==> src/rtl/host_mailbox.sv <==
// Host-side mailbox for bare-metal test programs.
// A core on a req/gnt memory port writes stdout characters to PUTCHAR (buffered in a FIFO)
// and its exit code to TOHOST (latched once). The host writes FROMHOST, and the core polls it.
module host_mailbox #(
   parameter int unsigned          ADDR_W        = 64,
   parameter logic [ADDR_W-1:0]    TOHOST_ADDR   = ADDR_W'(64'h0000_1000),
   parameter logic [ADDR_W-1:0]    FROMHOST_ADDR = ADDR_W'(64'h0000_1008),
   parameter logic [ADDR_W-1:0]    PUTCHAR_ADDR  = ADDR_W'(64'h0000_1010),
   parameter int unsigned          FIFO_DEPTH    = 16
) (
   input  logic              clk_i,
   input  logic              arst_ni,
   input  logic              mem_req_i,
   input  logic              mem_we_i,
   input  logic [ADDR_W-1:0] mem_addr_i,
   input  logic [7:0]        mem_wstrb_i,
   input  logic [63:0]       mem_wdata_i,
   output logic              mem_gnt_o,
   output logic              mem_rvalid_o,
   output logic [63:0]       mem_rdata_o,
   output logic              char_valid_o,
   output logic [7:0]        char_data_o,
   input  logic              char_ready_i,
   output logic              exit_valid_o,
   output logic [63:0]       exit_code_o,
   input  logic              host_wr_i,
   input  logic [63:0]       host_wdata_i
);

   localparam int unsigned PTR_W = $clog2(FIFO_DEPTH);
   localparam int unsigned CNT_W = PTR_W + 1;

   // Address decode ignores the byte offset within the 8-byte register.
   logic hit_tohost, hit_fromhost, hit_putchar;
   assign hit_tohost   = mem_addr_i[ADDR_W-1:3] == TOHOST_ADDR[ADDR_W-1:3];
   assign hit_fromhost = mem_addr_i[ADDR_W-1:3] == FROMHOST_ADDR[ADDR_W-1:3];
   assign hit_putchar  = mem_addr_i[ADDR_W-1:3] == PUTCHAR_ADDR[ADDR_W-1:3];

   // FIFO state
   logic [7:0]       fifo_mem [FIFO_DEPTH];
   logic [PTR_W-1:0] wr_ptr_q, rd_ptr_q;
   logic [CNT_W-1:0] count_q, count_d;
   logic             fifo_full, fifo_empty;

   assign fifo_full  = count_q == CNT_W'(FIFO_DEPTH);
   assign fifo_empty = count_q == '0;

   // Register state
   logic        exit_valid_q;
   logic [63:0] exit_code_q, exit_code_d;
   logic [63:0] fromhost_q, fromhost_merged;
   logic        rvalid_q;
   logic [63:0] rdata_q, rdata_sel;

   // A putchar write that would push into a full FIFO is the only stall condition; a pop in
   // the same cycle does not free the slot early.
   logic put_wr, push, pop, rd_acc, wr_acc;
   assign put_wr    = mem_req_i & mem_we_i & hit_putchar & mem_wstrb_i[0];
   assign mem_gnt_o = mem_req_i & ~(put_wr & fifo_full);
   assign push      = put_wr & ~fifo_full;
   assign pop       = ~fifo_empty & char_ready_i;
   assign rd_acc    = mem_gnt_o & ~mem_we_i;
   assign wr_acc    = mem_gnt_o & mem_we_i;

   // Byte-lane handling: tohost zeroes unstrobed lanes, fromhost keeps them.
   always_comb begin
      exit_code_d     = '0;
      fromhost_merged = fromhost_q;
      for (int i = 0; i < 8; i++) begin
         if (mem_wstrb_i[i]) begin
            exit_code_d[8*i +: 8]     = mem_wdata_i[8*i +: 8];
            fromhost_merged[8*i +: 8] = mem_wdata_i[8*i +: 8];
         end
      end
   end

   // Read data mux; putchar and unmapped addresses read as zero.
   always_comb begin
      rdata_sel = '0;
      if (hit_tohost) begin
         rdata_sel = exit_code_q;
      end else if (hit_fromhost) begin
         rdata_sel = fromhost_q;
      end
   end

   // FIFO occupancy next state.
   always_comb begin
      count_d = count_q;
      unique case ({push, pop})
         2'b10:   count_d = count_q + 1'b1;
         2'b01:   count_d = count_q - 1'b1;
         default: count_d = count_q;
      endcase
   end

   // FIFO pointers, occupancy and storage; pointers wrap naturally at the power-of-two depth.
   always_ff @(posedge clk_i or negedge arst_ni) begin
      if (!arst_ni) begin
         wr_ptr_q <= '0;
         rd_ptr_q <= '0;
         count_q  <= '0;
         for (int i = 0; i < FIFO_DEPTH; i++) begin
            fifo_mem[i] <= '0;
         end
      end else begin
         count_q <= count_d;
         if (push) begin
            fifo_mem[wr_ptr_q] <= mem_wdata_i[7:0];
            wr_ptr_q           <= wr_ptr_q + 1'b1;
         end
         if (pop) begin
            rd_ptr_q <= rd_ptr_q + 1'b1;
         end
      end
   end

   // Tohost latch: the first write wins, later writes are accepted but dropped.
   always_ff @(posedge clk_i or negedge arst_ni) begin
      if (!arst_ni) begin
         exit_valid_q <= 1'b0;
         exit_code_q  <= '0;
      end else if (wr_acc && hit_tohost && !exit_valid_q) begin
         exit_valid_q <= 1'b1;
         exit_code_q  <= exit_code_d;
      end
   end

   // Fromhost register: a host write overrides a same-cycle core write with its whole value.
   always_ff @(posedge clk_i or negedge arst_ni) begin
      if (!arst_ni) begin
         fromhost_q <= '0;
      end else if (host_wr_i) begin
         fromhost_q <= host_wdata_i;
      end else if (wr_acc && hit_fromhost) begin
         fromhost_q <= fromhost_merged;
      end
   end

   // Read response: data captured at the grant edge, valid for exactly the following cycle.
   always_ff @(posedge clk_i or negedge arst_ni) begin
      if (!arst_ni) begin
         rvalid_q <= 1'b0;
         rdata_q  <= '0;
      end else begin
         rvalid_q <= rd_acc;
         if (rd_acc) begin
            rdata_q <= rdata_sel;
         end
      end
   end

   assign mem_rvalid_o = rvalid_q;
   assign mem_rdata_o  = rdata_q;
   assign char_valid_o = ~fifo_empty;
   assign char_data_o  = fifo_mem[rd_ptr_q];
   assign exit_valid_o = exit_valid_q;
   assign exit_code_o  = exit_code_q;

endmodule

==> config.mk <==
export PLATFORM = sky130hd
export DESIGN_NAME = host_mailbox
export DESIGN_NICKNAME = d
export VERILOG_FILES = /design/src/rtl/host_mailbox.sv
export SDC_FILE = /design/constraint.sdc
export NUM_CORES = 1
export LEC_CHECK = 0
export BUFFER_PORTS_ARGS = -buffer_cell sky130_fd_sc_hd__buf_4
export CORE_MARGIN = 2
export CORE_UTILIZATION = 40
export CTS_CLUSTER_DIAMETER = 40
export DETAILED_ROUTE_END_ITERATION = 16
export PLACE_DENSITY = 0.58
export REMOVE_ABC_BUFFERS = 1
export SLEW_MARGIN = 5
export SYNTH_ARGS = -nofsm -noshare
export SYNTH_HDL_FRONTEND = slang
export SYNTH_SLANG_ARGS = --single-unit
==> constraint.sdc <==
create_clock -name clk_i -period 3.9 [get_ports clk_i]
set_input_delay 0.78 -clock clk_i [delete_from_list [all_inputs] [get_ports clk_i]]
set_output_delay 0.78 -clock clk_i [all_outputs]
set_load 0.005 [all_outputs]
==> impl_metrics.tcl, run 1 <==
set metrics [dict create \
    fill_cells 3294 \
    rrSetupSlack_ps 1220 \
    fin_crit_ps 3511 \
    drt-total-wl_mm 44.90 \
    cts_tree "done" \
    cpPeakStageDelay_ps 680 \
    clock-sinks 335 \
    start_kind "flop" \
    area_growth_pct 33.44 \
    cts_resized 0 \
    synth_area_per_cell_sq_um 12.45 \
    setup.worst_path.class "reg2out" \
    setup_violations 0 \
    reg2reg_to "count_q[4]" \
    grt_max_degree 129 \
    dp_hpwl_mm 30.81 \
    fin_util 0.5433 \
    path_cells "buf_4 -> mux4_2 -> mux4_2 -> buf_4" \
    nets 1775 \
    synth_top_area_share 0.5453 \
    clkTransAtPathRegs_ps 50 \
    rsz0062_at_grt "no" \
    portBuffers 342 \
    yosysUniqueCellTypes 39 \
    antenna_found_initial 4 \
    drt_iter0_markers 443 \
    wl_per_cell_um 21.16 \
    post_cts_buffers 0 \
    ys_warn_count 0 \
    ant_nets 0 \
    reg2reg_from "count_q[1]" \
    die_w_um 200.0 \
    synth_common_cells "dfrtp_1 (335), nand2_1 (200), mux2_2 (187)" \
    holdBufCountCts 0 \
    grt_pass1_vias 11350 \
    status "finished clean" \
    viasPerCell 5.191 \
    grt_pass1_wl_mm 68.48 \
    fin_skew_ps 18.55 \
    seqPwrFrac 0.382 \
    tightest_slew_ps 1041 \
    synth_seq_area_share 0.5453 \
    netlist_area_sq_um 15370 \
    finalWorstSetupSlack_ps 389.4 \
    cts_buffer_depth 3 \
    dr_total_vias 11020 \
    synth.largest_area_cell "dfrtp_1" \
    clk_latency_ps 590 \
    fmaxAchievable_ghz 0.2849 \
    ir_worst_vdd_v 0.0003929 \
    ioPinCount 346 \
    switching_power_mw 2.089 \
    rows 71 \
    fp.dieArea_sq_um 40010 \
    synth_ff_type "dfrtp_1" \
    pre_cts_ws_ps 352.2 \
    swShare 0.2228 \
    comb_power_share 0.050 \
    synthTopCellsByArea "dfrtp_1 (55%), mux2_2 (14%), mux4_2 (5.9%)" \
    slew_violations 0 \
    relSlewSlack 0.3061 \
    ys_seq_elements 335 \
    multiInputGateArea_sq_um 6560 \
    whs_ps 184.0 \
    cellPowerDensity_nw_per_um2 457.1 \
    final_cells 2122 \
    start_util 0.4072 \
    numCtsBuffers 57 \
    critPathMaxFanout 14 \
    postSynthCellCount 1235 \
    globalplace.congestion 0.8082 \
    worst_path_max_delay_cell "dfrtp_2" \
    dp.cells 2011 \
    min_path_type "in2async" \
    finalHoldViolCount 0 \
    worstRegToRegCells 14 \
    synthArstFlopShare 1.000 \
    cap_violations 0 \
    fp.coreArea_sq_um 37760 \
    seqCellArea_sq_um 8384 \
    required_ps 3120 \
    cts.htree.levels 2 \
    synth-edff-count 0 \
    die_h_um 200.0 \
    p_leak_nw 9.633 \
    drt_drc_violations_left 0 \
    period_share 0.9001 \
    synth_most_common_cell "dfrtp_1" \
    overflow 0 \
    internal-power_mw 7.287 \
    drive_above_1_share 0.4397 \
    end_kind "output pin" \
    grt.total_usage 0.2262 \
    firstDrtPassIters 5 \
    arrival_ps 2730 \
    root_buffer "clkbuf_16" \
    clockPowerShare 0.569 \
]
[power by group through the flow]
| stage | registers (mW) | clock network (mW) | logic [mW] |
|---|---|---|---|
| final | 3.58 | 5.33 | 0.465 |
| after global routing | 3.58 | 5.61 | 0.511 |
| after global placement | 3.64 | 0 | 0.463 |
| after floorplan | 3.63 | 0 | 0.140 |
| after CTS | 3.58 | 5.45 | 0.472 |
| after detailed placement | 3.64 | 0 | 0.470 |
[logic make-up after synthesis]
| logic type | Yosys count | share of synthesized area |
|---|---|---|
| DFF | 335 | 0.5453 |
| muxes | 297 | 0.2469 |
| and+or+nand+nor | 275 | 0.08620 |
| AOI/OAI and AO/OA | 202 | 0.07684 |
| buffers and inverters | 105 | 0.02987 |
| xor gates and xnor gates | 11 | 0.006267 |
| adders and majority gates | 10 | 0.008628 |
[cells in the final DEF (no fill, tap or decap), types with 9 or more instances in the layout]
cell type  Yosys  layout
nor4_1        14      14
mux2_1        70      70
mux2_2       187     187
ha_1           9       9
and3_1        16      16
inv_1          9       9
clkbuf_16      0      59
dfrtp_1      335     334
clkbuf_8       0       9
mux4_2        40      40
nand2_1      200     200
a22oi_1       64      64
o21ai_0      132     132
buf_4          6     353
[state kept, by name, summed over array words and instances, names as in the netlist]
| signal | count |
|---|---|
| count_q | 5 |
| exit_code_o | 64 |
| exit_valid_o | 1 |
| fifo_mem | 128 |
| fromhost_q | 64 |
| mem_rdata_o | 64 |
| mem_rvalid_o | 1 |
| rd_ptr_q | 4 |
| wr_ptr_q | 4 |
[through the flow]
| stage | power [mW] | area [sq um] | TNS, ps |
|---|---|---|---|
| after floorplan | 3.771 | 14950 | -265720 |
| after global placement | 4.098 | 18420 | 0 |
| after detailed placement | 4.109 | 18420 | 0 |
| after CTS | 9.497 | 20510 | 0 |
| after global routing | 9.702 | 20510 | 0 |
| final | 9.376 | 20510 | 0 |
[area by class of cell]
class,instances,share of cell area
Inverter,9,0.001647
Multi-Input combinational cell,795,0.3198
Clock inverter,35,0.02263
Timing Repair Buffer,361,0.1367
Clock buffer,73,0.07893
Sequential cell,335,0.4087
Antenna cell,3,0.0003660
Tap cell,511,0.03117
[routing by layer]
layer	track usage	wire length, um	share of wire
met2	0.3717	21260	0.47
met3	0.07140	3947	0.088
met5	0	9	0.00020
met4	0.06310	842	0.019
met1	0.2889	18840	0.42
[worst max path at each step]
stage,startpoint,endpoint,slack (ps),depth (start not counted)
global route,rd_ptr_q[0],char_data_o[1],240,4
finish,rd_ptr_q[0],char_data_o[5],390,4
CTS,rd_ptr_q[0],char_data_o[0],300,4
global placement,mem_addr_i[24],count_q[4],330,15
floorplan,mem_addr_i[20],exit_code_o[0],-1840,6
detailed placement,mem_addr_i[24],count_q[4],350,15
[worst max-delay path, delay by kind of cell (launching register included)]
family | cells | cell delay, ps
muxes | 2 | 1020
DFF | 1 | 680
buffers and inverters | 2 | 450
Note: power is estimated with default switching activity, not from simulation.
==> inputs of run 2 (changes only) <==
--- a/config.mk
+++ b/config.mk
@@ -5,12 +5,14 @@
 export SDC_FILE = /design/constraint.sdc
 export NUM_CORES = 1
 export LEC_CHECK = 0
+export ABC_AREA = 1
 export BUFFER_PORTS_ARGS = -buffer_cell sky130_fd_sc_hd__buf_4
 export CORE_MARGIN = 2
 export CORE_UTILIZATION = 40
+export CTS_BUF_LIST = sky130_fd_sc_hd__clkbuf_16
 export CTS_CLUSTER_DIAMETER = 40
 export DETAILED_ROUTE_END_ITERATION = 16
-export PLACE_DENSITY = 0.58
+export PLACE_DENSITY = 0.57
 export REMOVE_ABC_BUFFERS = 1
 export SLEW_MARGIN = 5
 export SYNTH_ARGS = -nofsm -noshare
==> impl_metrics.tcl, run 2 <==
set metrics [dict create \
    arrival_ps 2580 \
    synth_ff_type "dfrtp_1" \
    fill_cells 3994 \
    finalHoldViolCount 0 \
    clk_latency_ps 610 \
    layout_commonest_cell "nand2_1" \
    ir_worst_vdd_v 0.0004434 \
    post_cts_buffers 0 \
    critPathMaxFanout 66 \
    holdBufCountCts 0 \
    start_kind "flop" \
    die_h_um 208.4 \
    switching_power_mw 2.997 \
    grt.total_usage 0.2560 \
    synth_common_cells "nand2_1 (893), dfrtp_1 (335), inv_1 (173)" \
    fp.dieArea_sq_um 43450 \
    top_register "fifo_mem" \
    tightest_slew_ps 1061 \
    status "finished clean" \
    finalPower_mw 10.20 \
    fin_crit_ps 3357 \
    ant_nets 0 \
    fp.coreArea_sq_um 41020 \
    grt_max_degree 92 \
    synthArstFlopShare 1.000 \
    ioPinCount 346 \
    numCtsBuffers 55 \
    finalWorstSetupSlack_ps 543.2 \
    area_growth_pct 27.88 \
    synth_area_per_cell_sq_um 7.786 \
    clockPowerShare 0.454 \
    root_buffer "clkbuf_16" \
    ys_warn_count 0 \
    swShare 0.2940 \
    setup_violations 0 \
    reg2reg_to "count_q[4]" \
    cts_resized 0 \
    cts.htree.levels 2 \
    reg2reg_from "count_q[0]" \
    antenna_found_initial 2 \
    clock-sinks 335 \
    end_kind "output pin" \
    drt_drc_violations_left 0 \
    rrSetupSlack_ps 1020 \
    dp_hpwl_mm 36.99 \
    setup.worst_path.class "reg2out" \
    cap_violations 0 \
    rsz0062_at_grt "no" \
    cellPowerDensity_nw_per_um2 476.9 \
    yosysUniqueCellTypes 36 \
    grt_pass1_vias 15110 \
    synth_seq_area_share 0.5015 \
    cts_tree "done" \
    required_ps 3120 \
    seqPwrFrac 0.361 \
    cpPeakStageDelay_ps 660 \
    synthTopCellsByArea "dfrtp_1 (50%), nand2_1 (20%), nand3_1 (4.9%)" \
    p_leak_nw 11.51 \
    pre_cts_ws_ps 359.2 \
    firstDrtPassIters 5 \
    netlist_area_sq_um 16720 \
    path_cells "buf_4 -> o21ai_0 -> o221ai_1 -> nand3_1 -> nand2_1 -> buf_4" \
    synth_most_common_cell "nand2_1" \
    worstRegToRegCells 16 \
    postSynthCellCount 2147 \
    synth-edff-count 0 \
    clkTransAtPathRegs_ps 50 \
    fmaxAchievable_ghz 0.2979 \
    relSlewSlack 0.2906 \
    crit_family "buffers and inverters" \
    fin_skew_ps 32.43 \
    largest_register_ffs 128 \
    min_path_type "in2async" \
    crit_top_cell "buf_4" \
    wl_per_cell_um 18.32 \
    path_buf_inv 2 \
    portBuffers 342 \
    start_util 0.4076 \
    viasPerCell 5.079 \
    comb_power_share 0.185 \
    nets 2658 \
    cts_buffer_depth 3 \
    die_w_um 208.4 \
    internal-power_mw 7.198 \
    synth.largest_area_cell "dfrtp_1" \
    fin_area_sq_um 21380 \
    globalplace.congestion 0.8742 \
    drt_iter0_markers 1243 \
    synth_top_area_share 0.5015 \
    drive_above_1_share 0.1911 \
    ys_seq_elements 335 \
    slew_violations 0 \
    placed_area_sq_um 19600 \
    rows 74 \
    period_share 0.8607 \
    overflow 0 \
    worst_path_max_delay_cell "buf_4" \
    grt_pass1_wl_mm 87.44 \
    final_cell_mix "nand2_1 (892), buf_4 (359), dfrtp_1 (334)" \
    dr_total_vias 15340 \
    drt-total-wl_mm 55.33 \
]
[run 2: layer usage]
layer	global-route usage	part of all wire	up-vias
met3	0.04770	0.066	88
met4	0.08236	0.028	0
met5	0	0	-
li1	-	-	7460
met2	0.4245	0.48	479
met1	0.3391	0.43	7312
[run 2: area by class of cell]
cell class	count	area [sq um]	area share
flip-flops and latches	335	8384	0.3922
clock buffers	55	1376	0.06438
well taps	532	665.6	0.03114
repair buffers	367	2850	0.1333
multi-input cells	1505	7029	0.3288
clock inverters	45	392.9	0.01838
inverters	178	671.9	0.03143
diodes	3	7.507	0.0003512
[run 2: power by group through the flow]
stage                     clock network, mW  logic, mW  registers [mW]
after floorplan                           0      0.882            3.87
after global placement                    0       1.87            3.73
after detailed placement                  0       1.88            3.74
after CTS                              4.71       1.89            3.68
after global routing                   4.86       2.11            3.70
final                                  4.63       1.88            3.68
[run 2: worst register-to-register path: cells and delay by family, from the launching register on]
| kind | cells | cell delay (ps) |
|---|---|---|
| adder cells (fa/ha/maj) | 2 | 630 |
| AO/OA/AOI/OAI | 1 | 80 |
| flip-flops | 1 | 400 |
| AND/OR/NAND/NOR | 8 | 1060 |
| buffers and inverters | 4 | 500 |
| XOR/XNOR | 1 | 150 |
[run 2: worst max path at each step]
stage	startpoint	to	slack, ps	depth (start not counted)
floorplan	mem_we_i	mem_rdata_o[0]	-1410	12
global placement	mem_addr_i[16]	exit_code_o[38]	380	11
detailed placement	mem_addr_i[18]	exit_code_o[38]	360	11
CTS	rd_ptr_q[0]	char_data_o[1]	530	6
global route	rd_ptr_q[0]	char_data_o[7]	380	6
finish	rd_ptr_q[0]	char_data_o[1]	540	6
[run 2: logic make-up (layout without fill, tap and decap cells)]
| family | count (synthesis) | after routing | synth area share |
|---|---|---|---|
| muxes | 25 | 25 | 0.01497 |
| buffers and inverters | 307 | 645 | 0.07911 |
| DFF | 335 | 335 | 0.5015 |
| xor gates and xnor gates | 8 | 8 | 0.004191 |
| and+or+nand+nor | 1196 | 1196 | 0.2901 |
| other | 0 | 3 | 0 |
| AOI/OAI and AO/OA | 266 | 266 | 0.1022 |
| adders and majority gates | 10 | 10 | 0.007934 |
[run 2: per-stage QoR]
stage                     hold WS [ps]  instances  utilization  setup TNS [ps]
after floorplan                  447.8       2018            -         -144210
after global placement           461.2       2917       0.4779               0
after detailed placement         465.8       2917       0.4779               0
after CTS                        102.0       3017       0.5210               0
after global routing             129.9       3019       0.5211               0
final                            101.9       3020       0.5212               0
==> inputs of run 3 (changes only) <==
--- a/config.mk
+++ b/config.mk
@@ -5,14 +5,14 @@
 export SDC_FILE = /design/constraint.sdc
 export NUM_CORES = 1
 export LEC_CHECK = 0
-export ABC_AREA = 1
+export ABC_AREA = 0
 export BUFFER_PORTS_ARGS = -buffer_cell sky130_fd_sc_hd__buf_4
 export CORE_MARGIN = 2
 export CORE_UTILIZATION = 40
 export CTS_BUF_LIST = sky130_fd_sc_hd__clkbuf_16
 export CTS_CLUSTER_DIAMETER = 40
 export DETAILED_ROUTE_END_ITERATION = 16
-export PLACE_DENSITY = 0.57
+export PLACE_DENSITY = 0.58
 export REMOVE_ABC_BUFFERS = 1
 export SLEW_MARGIN = 5
 export SYNTH_ARGS = -nofsm -noshare
==> impl_metrics.tcl, run 3 (synthesized netlist as in run 1, its figures left out) <==
set metrics [dict create \
    cap_violations 0 \
    seqCellArea_sq_um 8384 \
    drt_drc_violations_left 0 \
    arrival_ps 2720 \
    finalHoldViolCount 0 \
    die_w_um 200.0 \
    fp.dieArea_sq_um 40010 \
    finalSetupTns_ps 0 \
    status "finished clean" \
    slew_violations 0 \
    area_growth_pct 32.86 \
    end_kind "output pin" \
    layout_commonest_cell "buf_4" \
    fin_crit_ps 3505 \
    worst_path_max_delay_cell "dfrtp_2" \
    dp_hpwl_mm 30.81 \
    final_cells 2122 \
    required_ps 3120 \
    finalWorstSetupSlack_ps 395.4 \
    crit_family "multiplexers" \
    grt_max_degree 129 \
    dr_total_vias 11020 \
    globalplace.congestion 0.8082 \
    post_cts_buffers 0 \
    cts.htree.levels 2 \
    fmaxAchievable_ghz 0.2853 \
    portBuffers 342 \
    relSlewSlack 0.3063 \
    path_cells "buf_4 -> mux4_2 -> mux4_2 -> buf_4" \
    clock-sinks 335 \
    numCtsBuffers 57 \
    placed_area_sq_um 18420 \
    clkTransAtPathRegs_ps 50 \
    rsz0062_at_grt "no" \
    dp.cells 2011 \
    fin_area_sq_um 20420 \
    pre_cts_ws_ps 352.2 \
    setup.worst_path.class "reg2out" \
    cellPowerDensity_nw_per_um2 449.4 \
    ant_nets 0 \
    ioPinCount 346 \
    cts_tree "done" \
    finalPower_mw 9.179 \
    ir_worst_vdd_v 0.0003897 \
    root_buffer "clkbuf_16" \
    fill_cells 3304 \
    path_buf_inv 2 \
    cts_buffer_depth 3 \
    grt_pass1_wl_mm 68.39 \
    start_util 0.4072 \
    fp.coreArea_sq_um 37760 \
    die_h_um 200.0 \
    rows 71 \
    fin_util 0.5409 \
    fin_skew_ps 20.14 \
    antenna_found_initial 4 \
    multiInputGateArea_sq_um 6560 \
    largest_register_ffs 128 \
    grt_pass1_vias 11350 \
    cpPeakStageDelay_ps 670 \
    drive_above_1_share 0.4341 \
    drt_iter0_markers 511 \
    period_share 0.8986 \
    drt-total-wl_mm 44.93 \
    min_path_type "in2async" \
    top_register "fifo_mem" \
    firstDrtPassIters 4 \
    wl_per_cell_um 21.17 \
    p_leak_nw 9.603 \
    overflow 0 \
    holdBufCountCts 0 \
    grt.total_usage 0.2260 \
    setup_violations 0 \
    cts_resized 0 \
    start_kind "flop" \
    clk_latency_ps 590 \
    viasPerCell 5.195 \
    nets 1775 \
    final_cell_mix "buf_4 (353), dfrtp_1 (334), nand2_1 (200)" \
    critPathMaxFanout 14 \
    tightest_slew_ps 1041 \
    whs_ps 188.2 \
]
run 3: changes by cell type in the layout (fill, tap and decap cells not counted), sizes merged, moves of 26 or more:
cell,previous run,this run
nand3,167,11
o2bb2ai,64,0
mux2,0,257
mux4,0,40
nor2,111,5
o21ai,158,132
nand2,895,200
inv,185,24
a22oi,0,64
run 3: worst register-to-register path, cell delays in order, from the launching register on:
cell	delay, ps
dfrtp_1	420
nor4_1	410
nand2_1	130
nand4_1	120
inv_1	50
nand4_1	100
ha_1	240
inv_1	100
fa_1	400
inv_1	70
a21o_1	110
a21oi_1	70
xnor2_1	120
nor2_1	100
xor2_1	150
run 3: worst paths after layout:
| path | startpoint | endpoint | slack (ps) | cells after the start |
|---|---|---|---|---|
| max | rd_ptr_q[0] | char_data_o[6] | 400 | 4 |
| max in group asynchronous | arst_ni | fifo_mem[18] | 2750 | 2 |
| min in group clk_i | host_wdata_i[21] | fromhost_q[21] | 420 | 2 |
| max reg2reg | count_q[1] | count_q[4] | 1220 | 14 |
| min | arst_ni | exit_code_o[60] | 190 | 1 |
| min reg2reg | mem_rdata_o[37] | mem_rdata_o[37] | 470 | 2 |
run 3: layout make-up:
type | count | area share
Clock inverter | 49 | 0.02530
Tap cell | 511 | 0.03131
Sequential cell | 335 | 0.4105
Clock buffer | 59 | 0.07229
Inverter | 9 | 0.001654
Multi-Input combinational cell | 795 | 0.3212
Timing Repair Buffer | 361 | 0.1374
Antenna cell | 3 | 0.0003676
run 3: power breakdown:
| group | total (mW) | switching (mW) | leakage [nW] | internal (mW) |
|---|---|---|---|---|
| clock network | 5.14 | 1.83 | 0.972 | 3.31 |
| registers | 3.58 | 0.0314 | 4.52 | 3.55 |
| logic | 0.464 | 0.221 | 4.11 | 0.243 |
| total | 9.18 | 2.08 | 9.60 | 7.10 |
run 3: metal layers:
| metal | GRT usage | part of all wire | up-vias |
|---|---|---|---|
| li1 | - | - | 5111 |
| met1 | 0.2886 | 0.42 | 5549 |
| met2 | 0.3713 | 0.47 | 307 |
| met3 | 0.07140 | 0.088 | 55 |
| met4 | 0.06310 | 0.018 | 2 |
| met5 | 0 | 0.00020 | - |
